### src/rtl/reg_status_file_pkg.sv
// Shared widths and constants for the architectural register/status file.
// Optional macro REG_STATUS_BYPASS_EN enables same-cycle commit forwarding in lookups.
package reg_status_file_pkg;

  localparam int DEF_XLEN    = 32;
  localparam int DEF_TAG_W   = 4;
  localparam int DEF_REG_NUM = 32;
  localparam int IDX_W       = 5;

  // 2**DEF_TAG_W must exceed ROB_SIZE so that tag 0 is never a live ROB entry.
  localparam int ROB_SIZE    = 8;

  localparam logic [DEF_TAG_W-1:0] NO_TAG = '0;

  function automatic logic tag_pending(input logic [DEF_TAG_W-1:0] tag);
    return tag != NO_TAG;
  endfunction

endpackage

### src/rtl/reg_status_lookup.sv
// Combinational operand read port: committed value plus pending producer tag.
// With REG_STATUS_BYPASS_EN defined, a same-cycle matching commit is forwarded.
module reg_status_lookup
  import reg_status_file_pkg::*;
#(
  parameter int XLEN    = DEF_XLEN,
  parameter int TAG_W   = DEF_TAG_W,
  parameter int REG_NUM = DEF_REG_NUM
) (
  input  logic [IDX_W-1:0] i_idx,
  input  logic [XLEN-1:0]  i_values [REG_NUM],
  input  logic [TAG_W-1:0] i_tags   [REG_NUM],
  input  logic             i_cdb_active,
  input  logic [IDX_W-1:0] i_cdb_rd_idx,
  input  logic [TAG_W-1:0] i_cdb_tag,
  input  logic [XLEN-1:0]  i_cdb_val,
  output logic [XLEN-1:0]  o_val,
  output logic [TAG_W-1:0] o_tag
);

`ifdef REG_STATUS_BYPASS_EN
  logic w_fwd;

  // Only the commit of the producer we still wait on may be forwarded.
  assign w_fwd = i_cdb_active && (i_idx == i_cdb_rd_idx) && (i_idx != '0)
                 && (i_tags[i_idx] == i_cdb_tag);

  always_comb begin
    o_val = i_values[i_idx];
    o_tag = i_tags[i_idx];
    if (w_fwd) begin
      o_val = i_cdb_val;
      o_tag = TAG_W'(NO_TAG);
    end
  end
`else
  logic w_unused;

  assign w_unused = ^{i_cdb_active, i_cdb_rd_idx, i_cdb_tag, i_cdb_val};

  always_comb begin
    o_val = i_values[i_idx];
    o_tag = i_tags[i_idx];
  end
`endif

endmodule

### src/rtl/reg_status_file.sv
// Architectural register file with per-register rename tags, fed by ROB commits.
// Build option: REG_STATUS_BYPASS_EN (same-cycle commit forwarding on both lookups).
module reg_status_file
  import reg_status_file_pkg::*;
#(
  parameter int XLEN    = DEF_XLEN,
  parameter int TAG_W   = DEF_TAG_W,
  parameter int REG_NUM = DEF_REG_NUM
) (
  input  logic             clk_in,
  input  logic             rst_in,
  input  logic             rdy_in,
  input  logic             rename_valid,
  input  logic [IDX_W-1:0] rename_rd_idx,
  input  logic [TAG_W-1:0] rename_tag,
  input  logic [IDX_W-1:0] rs1_idx,
  input  logic [IDX_W-1:0] rs2_idx,
  output logic [XLEN-1:0]  rs1_val,
  output logic [TAG_W-1:0] rs1_tag,
  output logic [XLEN-1:0]  rs2_val,
  output logic [TAG_W-1:0] rs2_tag,
  input  logic             cdb_active,
  input  logic [IDX_W-1:0] cdb_rd_idx,
  input  logic [TAG_W-1:0] cdb_tag,
  input  logic [XLEN-1:0]  cdb_val,
  input  logic             predict_fail,
  output logic [31:0]      commit_count
);

  logic [XLEN-1:0]  w_values [REG_NUM];
  logic [TAG_W-1:0] w_tags   [REG_NUM];
  logic             w_commit_en;
  logic             w_rename_en;
  logic             w_flush;
  logic [31:0]      r_commit_count;

  assign w_commit_en = rdy_in & cdb_active;
  // A flush discards the instruction being dispatched alongside it.
  assign w_rename_en = rdy_in & rename_valid & ~predict_fail;
  assign w_flush     = rdy_in & predict_fail;

  generate
    for (genvar gi = 0; gi < REG_NUM; gi++) begin : g_reg
      if (gi == 0) begin : g_zero
        assign w_values[gi] = '0;
        assign w_tags[gi]   = '0;
      end else begin : g_live
        logic [XLEN-1:0]  r_value;
        logic [TAG_W-1:0] r_tag;
        logic             w_commit_hit;
        logic             w_rename_hit;

        assign w_commit_hit = w_commit_en && (cdb_rd_idx == IDX_W'(gi));
        assign w_rename_hit = w_rename_en && (rename_rd_idx == IDX_W'(gi));

        always_ff @(posedge clk_in or negedge rst_in) begin
          if (!rst_in) begin
            r_value <= '0;
          end else if (w_commit_hit) begin
            r_value <= cdb_val;
          end
        end

        // Priority: flush, then rename, then clear only if this commit is the latest producer.
        always_ff @(posedge clk_in or negedge rst_in) begin
          if (!rst_in) begin
            r_tag <= TAG_W'(NO_TAG);
          end else if (w_flush) begin
            r_tag <= TAG_W'(NO_TAG);
          end else if (w_rename_hit) begin
            r_tag <= rename_tag;
          end else if (w_commit_hit && (r_tag == cdb_tag)) begin
            r_tag <= TAG_W'(NO_TAG);
          end
        end

        assign w_values[gi] = r_value;
        assign w_tags[gi]   = r_tag;
      end
    end
  endgenerate

  always_ff @(posedge clk_in or negedge rst_in) begin
    if (!rst_in) begin
      r_commit_count <= '0;
    end else if (w_commit_en) begin
      r_commit_count <= r_commit_count + 32'd1;
    end
  end

  assign commit_count = r_commit_count;

  reg_status_lookup #(
    .XLEN    (XLEN),
    .TAG_W   (TAG_W),
    .REG_NUM (REG_NUM)
  ) u_lookup_rs1 (
    .i_idx        (rs1_idx),
    .i_values     (w_values),
    .i_tags       (w_tags),
    .i_cdb_active (cdb_active),
    .i_cdb_rd_idx (cdb_rd_idx),
    .i_cdb_tag    (cdb_tag),
    .i_cdb_val    (cdb_val),
    .o_val        (rs1_val),
    .o_tag        (rs1_tag)
  );

  reg_status_lookup #(
    .XLEN    (XLEN),
    .TAG_W   (TAG_W),
    .REG_NUM (REG_NUM)
  ) u_lookup_rs2 (
    .i_idx        (rs2_idx),
    .i_values     (w_values),
    .i_tags       (w_tags),
    .i_cdb_active (cdb_active),
    .i_cdb_rd_idx (cdb_rd_idx),
    .i_cdb_tag    (cdb_tag),
    .i_cdb_val    (cdb_val),
    .o_val        (rs2_val),
    .o_tag        (rs2_tag)
  );

endmodule
### config.mk
export PLATFORM = sky130hd
export DESIGN_NAME = reg_status_file
export DESIGN_NICKNAME = d
export VERILOG_FILES = /design/src/rtl/reg_status_file_pkg.sv /design/src/rtl/reg_status_lookup.sv /design/src/rtl/reg_status_file.sv
export SDC_FILE = /design/constraint.sdc
export NUM_CORES = 2
export LEC_CHECK = 0
export ABC_AREA = 0
export BUFFER_PORTS_ARGS = -buffer_cell sky130_fd_sc_hd__buf_2
export CAP_MARGIN = 20
export CORE_ASPECT_RATIO = 1.4
export CORE_MARGIN = 5
export CORE_UTILIZATION = 30
export CTS_CLUSTER_DIAMETER = 200
export DETAILED_ROUTE_END_ITERATION = 7
export PLACE_DENSITY_LB_ADDON = 0.1
export RECOVER_POWER = 25
export REMOVE_ABC_BUFFERS = 1
export SLEW_MARGIN = 20
export SYNTH_ARGS = -nofsm -noshare
export SYNTH_HDL_FRONTEND = slang
export SYNTH_SLANG_ARGS = --single-unit
### constraint.sdc
create_clock -name clk_in -period 3.2 [get_ports clk_in]
set_input_delay 0.8 -clock clk_in [delete_from_list [all_inputs] [get_ports clk_in]]
set_output_delay 0.8 -clock clk_in [all_outputs]
set_load 0.03 [all_outputs]
# Word level (Yosys, flattened, before mapping)
# Cells that the tools add are included.
[op_classes]
addsub = 1
order_cmp = 2
eq_ne = 93
n_mux = 105
n_bitwise = 7
reduce_logical = 124
[op_table]
columns = ["operator", "n"]
rows = [
  ["4-bit two-way mux", 97],
  ["32-bit binary-select mux with 5-bit select", 2],
  ["5-bit == test, second input constant", 32],
  ["32-bit two-way mux", 4],
  ["4-bit == test", 31],
  ["1-bit logical AND", 93],
  ["3-bit nonzero test", 31],
  ["5-bit by 4-bit == test with 1-bit output, second input constant", 16],
  ["4-bit binary-select mux with 5-bit select", 2],
  ["5-bit by 3-bit == test with 1-bit output, second input constant", 8],
  ["32-bit by 1-bit adder with 32-bit output, second input constant", 1],
  ["5-bit by 2-bit == test with 1-bit output, second input constant", 4],
  ["6-bit greater-or-equal comparator, second input constant", 2],
  ["5-bit NOT with 6-bit output", 2],
  ["5-bit by 1-bit == test with 1-bit output, second input constant", 2],
  ["1-bit AND", 4],
  ["1-bit NOT", 1],
]
[word_totals]
regBits = 1148
in_bits = 66
out_inout_bits = 104

# Depth between registers and ports, before layout
[depth]
ltp_word = 6
ltp_mapped = 8

# By module
# From an unflattened synthesis, not the netlist that was laid out.
[unflattened]
hier_cells = 5689
hier_area_um2 = 65885.7
[modules_own_cells]
columns = ["module", "n_inst", "cells_each", "area_per_inst_um2", "seq_area_each_um2"]
rows = [
  ["reg_status_file", 1, 3085, 45741.4, 28727.6],
  ["reg_status_lookup", 2, 1302, 10072.2, 0.0],
]

# Worst setup path before layout
# No wires, ideal clock.
[synth_timing]
path_kind = "input to output"
startpoint = "input port rs1_idx[0]"
endpoint = "output port rs1_val[30]"
arrival_ns = 2.646
t_required_ns = 2.400
slack_ns = -0.246
path_stages = 7
cell_sequence = "buf_2 buf_6 buf_4 clkbuf_1 mux2i_1 a211oi_1 o31ai_1"
[synth_between]
elab_chain_len = 4
[synth_lines]
columns = ["element", "line", "text"]
rows = [
  ["start: declaration", "reg_status_file.sv:16", "input logic [IDX_W-1:0] rs1_idx,"],
  ["5-bit NOT with 6-bit output (implied by the code)", "reg_status_lookup.sv:42", "o_val = i_values[i_idx];"],
  ["32-bit binary-select mux with 5-bit select", "reg_status_lookup.sv:42", ""],
  ["32-bit two-way mux (implied by the code) (2 in a row)", "reg_status_lookup.sv:42", ""],
  ["end: declaration", "reg_status_file.sv:18", "output logic [XLEN-1:0] rs1_val,"],
]
# Every way passes these cells. The select of a mux whose other input is x is not followed.

# Worst setup path in the final report
[layout_timing]
startpoint = "input port rs2_idx[0]"
endpoint = "output port rs2_val[29]"
[layout_between]
elab_chain_len = 4
[layout_lines]
columns = ["element", "line", "text"]
rows = [
  ["start: declaration", "reg_status_file.sv:17", "input logic [IDX_W-1:0] rs2_idx,"],
  ["5-bit NOT with 6-bit output (implied by the code)", "reg_status_lookup.sv:42", ""],
  ["32-bit binary-select mux with 5-bit select", "reg_status_lookup.sv:42", ""],
  ["32-bit two-way mux (implied by the code) (2 in a row)", "reg_status_lookup.sv:42", ""],
  ["end: declaration", "reg_status_file.sv:20", "output logic [XLEN-1:0] rs2_val,"],
]
# Every way passes these cells. The select of a mux whose other input is x is not followed.

==> results.toml <==
[clock_tree]
clk_path_buf_depth = 4
clock_latency_ns = 0.80
cts_sinks = 1148
htree_num_levels = 4
cts_tree = "done"
cts_made_buffers = 140
path_clk_slew_ns = 0.06
cts_root_buf = "clkbuf_16"

[timing]
worstMarginPinSlew_ns = 1.90
clock_skew_ns = 0.0191
slew_violations = 28
max_slew_margin = -0.269
final_hold_viol_count = 0
rsz0062_at_grt = "true"
setup_viol = 82
min_period_ns = 3.56
setup_ws_ns = -0.358
fmax_mhz = 281
period_share = 1.11

[floorplan]
rows = 199
core-area_sq_um = 210000
die_x_um = 398
start_util = 0.301
dieArea_sq_um = 220000
fp.dieH_um = 553
pin_count = 170

[place]
gp_congestion = 0.807
place_hpwl_mm = 162
io_buffer_count = 169

[run_status]
violations = "max-capacitance violations, max-slew violations, negative setup slack"
status = "complete, but fails checks"

[drt]
wl_per_cell_um = 31.3
wirelength_mm = 250
drcViolationCount = 0
firstDrtPassIters = 5
num_vias = 44200
first_iter_violations = 2725
via_per_inst = 5.53
final_antenna_net_count = 0

[logic_synthesis]
synth_top_cell_by_area = "dfrtp_1"
ys_top_cells_by_count = "1148 x dfrtp_1, 917 x mux2_2, 432 x mux4_2"
synth-edff-count = 0
syn-mean-instance-area_sq_um = 13.9
synth-seq-area-share = 0.455
synthArstFlopShare = 1.00
synth_cells = 4539
netlist_area_sq_um = 63100
synth_area_leaders = "dfrtp_1 46%, mux2_2 16%, mux4_2 15%"
ys_seq_elements = 1148
synth_cell_types = 40
synth_most_common_cell = "dfrtp_1"
synth_top_area_share = 0.455
synthFlopType = "dfrtp_1"
ys_warn_count = 0

[setup_path]
cp_max_fo = 8
worstSetupEndpointType = "primary output"
cp.required_ns = 2.40
worstRegToRegCells = 4
start_kind = "primary input"
criticalPathCategory = "in -> out"
cp_data_arrival_time_ns = 2.76

[worst_hold_path]
holdCritPathClass = "in -> reg"
min_path_cells = 3

[cells_and_area]
drive_gt1_frac = 0.517
fillCellCount = 19900
area_growth_pct = 28.2
nets = 5138
postLayoutCoreUtil = 0.386

[power_and_ir_drop]
p_leak_nw = 35.7
fin_total_pwr_mw = 42.3
powerDensity_nw_per_um2 = 523
peakVddDrop_uv = 358

[global_routing]
grt_use_total = 0.223
grt_pass1_wl_mm = 359
antenna_found_initial = 14
grt_pass1_vias = 47400
grt_overflow = 0
grt_max_degree = 99

[flow_run]
cap_violations = 1
[worst paths after layout]
check | slack, ns | startpoint | to
max in group asynchronous | 0.26 | rst_in | g_reg[9].g_live.r_value[3]
worst max-delay path | -0.36 | rs2_idx[0] | rs2_val[29]
worst min register to register | 0.48 | commit_count[31] | commit_count[31]
min in group asynchronous | 0.84 | rst_in | g_reg[14].g_live.r_value[22]
worst max register to register | 1.37 | commit_count[8] | commit_count[23]
worst min-delay path | 0.41 | cdb_active | commit_count[2]
[cell usage in the layout, fill, tap and decap left out, drive strengths merged, types with 3 or more instances in the layout]
| cell type | netlist | layout |
|---|---|---|
| xor2 | 85 | 85 |
| buf | 261 | 828 |
| mux2i | 218 | 218 |
| o21ai | 83 | 83 |
| o22ai | 196 | 196 |
| clkinvlp | 0 | 3 |
| nor2b | 14 | 14 |
| nand2b | 6 | 6 |
| nand2 | 141 | 141 |
| diode | 0 | 5 |
| and4 | 4 | 4 |
| dfrtp | 1148 | 1148 |
| mux2 | 1064 | 1064 |
| a211oi | 72 | 72 |
| nand4 | 22 | 22 |
| xnor2 | 70 | 70 |
| and3 | 9 | 9 |
| nand3 | 56 | 56 |
| a22o | 235 | 235 |
| clkinv | 0 | 21 |
| o31ai | 72 | 72 |
| nor3 | 22 | 22 |
| inv | 3 | 5 |
| mux4 | 432 | 432 |
| bufinv | 0 | 10 |
| nor4 | 21 | 21 |
| nor2 | 9 | 9 |
| and2 | 79 | 79 |
| clkbuf | 211 | 234 |
[what timing repair did]
action                                 CTS  global route
hold buffers                             1             0
setup endpoints to repair               72            72
endpoints found under the hold margin   16             0
cloned                                  24            11
pin swaps                               69           121
setup buffers                           50            83
resized for setup                      377           215
[critical path: stages]
cell     delay (ns)
buf_16         0.13
buf_16         0.17
buf_12         0.14
buf_16         0.15
mux4_2         0.50
mux2i_1        0.19
and2_1         0.20
o31ai_1        0.08
buf_4          0.19
buf_6          0.14
[state kept, by name, summed over array words and instances, names as in the netlist]
name              cells
g.g_live.r_tag      124
commit_count         32
g.g_live.r_value    992
[routing by layer]
metal,GRT usage,part of all wire
met4,0.0610,0.031
met5,0,0.00011
met1,0.292,0.42
met2,0.389,0.51
met3,0.0251,0.040
[kinds of logic (layout without fill, tap and decap cells)]
kind of cell,Yosys count,in the layout,synth area share
adders and majority gates,1,1,0.000198
and+or+nand+nor,388,388,0.0329
muxes,1714,1714,0.379
other,0,5,0
buffers and inverters,475,1103,0.0353
AOI/OAI and AO/OA,658,658,0.0758
xor gates and xnor gates,155,155,0.0215
DFF,1148,1148,0.455
[area by class of cell]
| type | instances | area, sq um | share of cell area |
|---|---|---|---|
| sequential | 1148 | 28700 | 0.355 |
| inverter | 3 | 11.3 | 0.000139 |
| clock inverter | 36 | 457 | 0.00565 |
| clock buffer | 202 | 4100 | 0.0507 |
| tap | 2814 | 3520 | 0.0435 |
| timing repair buffer | 862 | 10100 | 0.125 |
| multi-input combinational | 2916 | 34000 | 0.420 |
| antenna | 5 | 12.5 | 0.000155 |
[through the flow]
| stage | setup TNS [ns] | setup WS [ns] | hold WS (ns) | std cells | area [sq um] |
|---|---|---|---|---|---|
| 2_1_floorplan | -62.10 | -0.771 | 0.470 | 4067 | 60900 |
| 3_3_place_gp | -30.11 | -0.783 | 0.463 | 7603 | 72000 |
| 3_5_place_dp | -29.74 | -0.784 | 0.471 | 7603 | 72000 |
| 5_1_grt | -25.00 | -0.346 | 0.395 | 7982 | 80900 |
| 4_1_cts | -18.57 | -0.358 | 0.351 | 7909 | 79300 |
| 6_report | -15.20 | -0.358 | 0.411 | 7986 | 80900 |
[report_power, final]
part	leakage, nW	switching (mW)	total [mW]	internal [mW]
logic	18.1	3.92	8.48	4.57
clock network	2.25	6.61	16.3	9.69
registers	15.3	1.26	17.5	16.2
(Power assumes the default switching activity.)
